<file path="src/rtl/ubrcl_add_pipe.sv">
// Two-stage ready/valid pipeline around the 31-bit ripple-block
// carry-look-ahead adder (UBRCL_30_0_30_0).
// Stage 1 holds the operands and feeds the adder, and stage 2 holds the sum.
// A saturating counter tracks how many delivered sums had carry-out set.
module ubrcl_add_pipe #(
  parameter int WIDTH = 31,
  parameter int TAG_W = 4,
  parameter int CNT_W = 16
) (
  input  logic             clk,
  input  logic             rst,
  input  logic             in_valid,
  output logic             in_ready,
  input  logic [WIDTH-1:0] in_x,
  input  logic [WIDTH-1:0] in_y,
  input  logic [TAG_W-1:0] in_tag,
  output logic             out_valid,
  input  logic             out_ready,
  output logic [WIDTH:0]   out_sum,
  output logic [TAG_W-1:0] out_tag,
  output logic [CNT_W-1:0] carry_cnt,
  input  logic             cnt_clr
);

  // Look-ahead block size inside the adder. Carries ripple between blocks.
  localparam int BLK = 4;

  logic             s1_valid;
  logic [WIDTH-1:0] s1_x;
  logic [WIDTH-1:0] s1_y;
  logic [TAG_W-1:0] s1_tag;
  logic             s2_valid;
  logic [WIDTH:0]   s2_sum;
  logic [TAG_W-1:0] s2_tag;

  logic             s2_ld;
  logic             s1_free;
  logic             in_fire;
  logic             out_fire;

  logic [WIDTH-1:0] gen_b;
  logic [WIDTH-1:0] prop_b;
  logic [WIDTH:0]   carry;
  logic             grp_g;
  logic             grp_p;
  logic [WIDTH:0]   sum_c;

  // Handshake and advance decisions.
  // in_ready depends combinationally on out_ready through s2_ld.
  always_comb begin
    s2_ld    = s1_valid & (~s2_valid | out_ready);
    s1_free  = ~s1_valid | s2_ld;
    in_ready = s1_free & ~rst;
    in_fire  = in_valid & in_ready;
    out_fire = s2_valid & out_ready;
  end

  // UBRCL_30_0_30_0: inside each 4-bit block, every carry comes from the
  // group generate/propagate and the block carry-in. The block carry-out
  // then ripples into the next block. There is no carry-in.
  always_comb begin
    gen_b  = s1_x & s1_y;
    prop_b = s1_x ^ s1_y;
    carry  = '0;
    grp_g  = 1'b0;
    grp_p  = 1'b1;
    for (int b = 0; b < WIDTH; b += BLK) begin
      grp_g = 1'b0;
      grp_p = 1'b1;
      for (int i = b; (i < b + BLK) && (i < WIDTH); i++) begin
        grp_g        = gen_b[i] | (prop_b[i] & grp_g);
        grp_p        = prop_b[i] & grp_p;
        carry[i + 1] = grp_g | (grp_p & carry[b]);
      end
    end
    sum_c = {carry[WIDTH], prop_b ^ carry[WIDTH-1:0]};
  end

  // Stage 1: capture the operands whenever the slot is free or is being vacated.
  always_ff @(posedge clk) begin
    if (rst) begin
      s1_valid <= 1'b0;
      s1_x     <= '0;
      s1_y     <= '0;
      s1_tag   <= '0;
    end else begin
      if (s1_free) s1_valid <= in_valid;
      if (in_fire) begin
        s1_x   <= in_x;
        s1_y   <= in_y;
        s1_tag <= in_tag;
      end
    end
  end

  // Stage 2: capture the sum. Hold it steady while downstream stalls.
  always_ff @(posedge clk) begin
    if (rst) begin
      s2_valid <= 1'b0;
      s2_sum   <= '0;
      s2_tag   <= '0;
    end else if (s2_ld) begin
      s2_valid <= 1'b1;
      s2_sum   <= sum_c;
      s2_tag   <= s1_tag;
    end else if (out_fire) begin
      s2_valid <= 1'b0;
    end
  end

  // Carry-out statistics: clear wins over increment, and the count saturates at all-ones.
  always_ff @(posedge clk) begin
    if (rst) begin
      carry_cnt <= '0;
    end else if (cnt_clr) begin
      carry_cnt <= '0;
    end else if (out_fire && s2_sum[WIDTH] && !(&carry_cnt)) begin
      carry_cnt <= carry_cnt + CNT_W'(1);
    end
  end

  // Stage 2 drives the outputs directly.
  always_comb begin
    out_valid = s2_valid;
    out_sum   = s2_sum;
    out_tag   = s2_tag;
  end

endmodule

</file>
<file path="config.mk">
export PLATFORM = sky130hd
export DESIGN_NAME = ubrcl_add_pipe
export DESIGN_NICKNAME = d
export VERILOG_FILES = /design/src/rtl/ubrcl_add_pipe.sv
export SDC_FILE = /design/constraint.sdc
export NUM_CORES = 1
export LEC_CHECK = 0
export BUFFER_PORTS_ARGS = -buffer_cell sky130_fd_sc_hd__buf_4
export CORE_MARGIN = 8
export CORE_UTILIZATION = 54
export CTS_CLUSTER_DIAMETER = 60
export DETAILED_ROUTE_END_ITERATION = 8
export PLACE_DENSITY_LB_ADDON = 0.1
export SLEW_MARGIN = 15
export SYNTH_ARGS = -nofsm -noshare
export SYNTH_HDL_FRONTEND = slang
export SYNTH_SLANG_ARGS = --single-unit
</file>
<file path="constraint.sdc">
create_clock -name clk -period 4.6 [get_ports clk]
set_clock_uncertainty 0.2 [all_clocks]
set_input_delay 0.92 -clock clk [delete_from_list [all_inputs] [get_ports clk]]
set_output_delay 0.92 -clock clk [all_outputs]
set_load 0.01 [all_outputs]
</file>
==> impl_metrics.py <==
metrics = {
    "power_and_ir_drop": {
        "total_power_mw": 2.583,
        "p_leak_nw": 3.298,
        "peakVddDrop_mv": 0.2559,
        "powerDensity_nw_per_um2": 365.4,
    },
    "logic_synthesis": {
        "synth_edf_count": 0,
        "async_flop_share_pct": 0,
        "synth_area_per_cell_um2": 8.615,
        "syn_inst": 647,
        "ys_warn_count": 0,
        "yosysSeqAreaShare_pct": 43.10,
        "synth.distinct_cells": 43,
        "ys_seq_elements": 120,
        "synthFlopType": "dfxtp_1",
        "synthesis.nets": 757,
        "synth_area_um2": 5574,
    },
    "worst_setup_path": {
        "worstPathRequired_ns": 4.81,
        "cp_max_fo": 4,
        "critPathKind": "flop to flop",
        "critPathLaunchType": "flop",
        "cp-end-kind": "flop",
        "cp.arrival_ns": 4.16,
    },
    "cells_and_area": {
        "layout.cells.non_filler": 903,
        "layout-drive-gt1-share_pct": 22.16,
        "n_antenna_cell": 0,
        "area_delta_synth_final_pct": 26.80,
        "final_area_um2": 7068,
        "register_area_um2": 2402,
        "final_core_util_pct": 69.40,
        "nNetsFinal": 868,
        "multi_input_area_um2": 3009,
        "n_fill_cell": 839,
    },
    "cts": {
        "path_clk_slew_ns": 0.06,
        "cts_sinks": 120,
        "cts_resized": 0,
        "holdBufCountCts": 0,
        "cts_root_buffer": "clkbuf_8",
        "clk_latency_ns": 0.51,
        "numCtsBuffers": 17,
        "postCtsSetupRepairBufs": 0,
        "clock_path_buffers": 2,
        "cts_max_level": 4,
        "cts_tree": "built",
    },
    "detailed_routing": {
        "via_per_inst": 5.172,
        "drt_iter0_drc": 298,
        "num_vias": 4670,
        "wl_mm": 13.14,
        "drc": 0,
        "postRouteAntennaNets": 0,
        "dr.pass1.iters": 5,
        "wire_per_inst_um": 14.55,
    },
    "sta": {
        "maxSlewHeadroom_pct": 24.21,
        "drv_slew": 0,
        "hold-worst-slack_ns": 0.2530,
        "fmax_ghz": 0.2529,
        "hold_viol": 0,
        "worstMarginPinSlew_ns": 1.133,
        "setup_tns_ns": 0,
        "rsz0062_at_grt": "false",
        "fin_ws_ns": 0.6455,
        "finalCritPeriodShare_pct": 85.97,
        "min_period_ns": 3.955,
        "setup_viol": 0,
    },
    "status": {
        "status": "finished clean",
    },
    "placed_design": {
        "dpl.cell_count": 875,
        "post-dp-hpwl_mm": 9.168,
        "pre_cts_ws_ns": 0.6633,
        "gp_congestion": 0.8126,
        "io_buffer_count": 124,
        "placed_cell_area_um2": 6576,
    },
    "floorplanning": {
        "dieArea_um2": 13830,
        "start_util_pct": 54.73,
        "fp.dieW_um": 117.6,
        "pin_count": 125,
        "rows": 37,
        "fp.coreArea_um2": 10180,
        "die_height_um": 117.6,
    },
    "worst_hold_path": {
        "hold_path.class": "flop to flop",
    },
    "global_route": {
        "grt_pass1_wl_mm": 22.72,
        "grt_use_total_pct": 19.72,
        "antenna_found_initial": 0,
        "grt_pass1_vias": 4795,
        "grt_max_degree": 108,
        "grt.overflow.total": 0,
    },
    "job": {
        "maxCapViolCount": 0,
    },
}
-- final timing paths --
path	from	to	slack [ns]	depth (start not counted)
hold reg to reg	out_tag[1]$_SDFFE_PP0P_	out_tag[1]$_SDFFE_PP0P_	0.25	2
setup reg to reg	s1_x[0]$_SDFFE_PP0P_	out_sum[28]$_SDFFE_PP0P_	0.65	13
setup / recovery	s1_x[0]$_SDFFE_PP0P_	out_sum[28]$_SDFFE_PP0P_	0.65	13
hold / removal	out_tag[1]$_SDFFE_PP0P_	out_tag[1]$_SDFFE_PP0P_	0.25	2
-- routing by layer --
layer | GRT usage [%] | share of wire (%) | vias to the layer above
met5 | 0 | 0 | -
met3 | 5.707 | 5.3 | 9
li1 | - | - | 2398
met1 | 23.55 | 45 | 2141
met4 | 6.966 | 0.81 | 0
met2 | 33.08 | 49 | 122
-- power breakdown --
group	switching, mW	leakage (nW)	total [mW]	internal (mW)
registers	0.0429	0.985	1.15	1.10
logic	0.168	2.06	0.327	0.159
clock network	0.424	0.249	1.11	0.685
-- area by class of cell --
class,count,share of cell area (%)
Timing Repair Buffer,127,13.49
Sequential cell,120,33.99
Tap cell,136,2.408
Clock buffer,23,6.603
Multi-Input combinational cell,481,42.57
Inverter,11,0.5842
Clock inverter,5,0.3540
-- cell families after synthesis --
logic type	Yosys count	synth area share (%)
and+or+nand+nor	324	28.44
DFF	120	43.10
AOI/OAI and AO/OA	86	10.21
buffers and inverters	46	3.120
adders and majority gates	39	10.10
xor gates and xnor gates	32	5.028
-- critical path, cell delays in order, from the launching register on --
cell and delay, ns:
dfxtp_1 0.32, ha_1 0.21, fa_1 0.38, fa_1 0.38
fa_1 0.42, a211oi_2 0.25, o21bai_2 0.16, a211oi_4 0.38
nor4_4 0.11, o211ai_2 0.21, nand2_1 0.08, nor2_1 0.13
fa_1 0.42, a211oi_1 0.20
-- registers in the layout, summed over array words and instances, names as in the netlist --
name	flops
s1_valid	1
s1_x	31
out_valid	1
out_tag	4
s1_y	31
out_sum	32
s1_tag	4
carry_cnt	16
-- synthesized netlist by cell type (all sizes together) (8+ instances only) --
cell,number,area share [%]
nand2,182,12
dfxtp,120,43
nand3b,65,8.8
a21oi,37,3.5
nor2,34,2.3
ha,29,6.5
clkbuf,27,1.8
xnor2,16,2.5
xor2,16,2.5
o21ai,13,1.2
a211oi,11,1.8
inv,11,0.74
fa,10,3.6
nand4,10,1.1
buf,8,0.56
o31ai,8,1.1
-- placed cells by master, fill, tap and decap left out, types with 3 or more instances in the layout --
master and count:
o21ai_0 6, o21ai_1 7, inv_1 10, clkbuf_1 3, nand2b_1 3, a211oi_1 9, and3_1 3, nand3_1 5
nor2_1 34, clkinv_2 5, fa_1 10, ha_1 29, a21o_1 7, dfxtp_1 120, buf_4 127, nand3b_1 65
nor3_1 7, clkbuf_8 4, xor2_1 16, a21oi_1 35, o21bai_1 4, xnor2_1 16, nand2_1 181, clkbuf_16 16
nand4_1 10, o31ai_1 8
No activity file was read; power rests on OpenSTA's default activity.
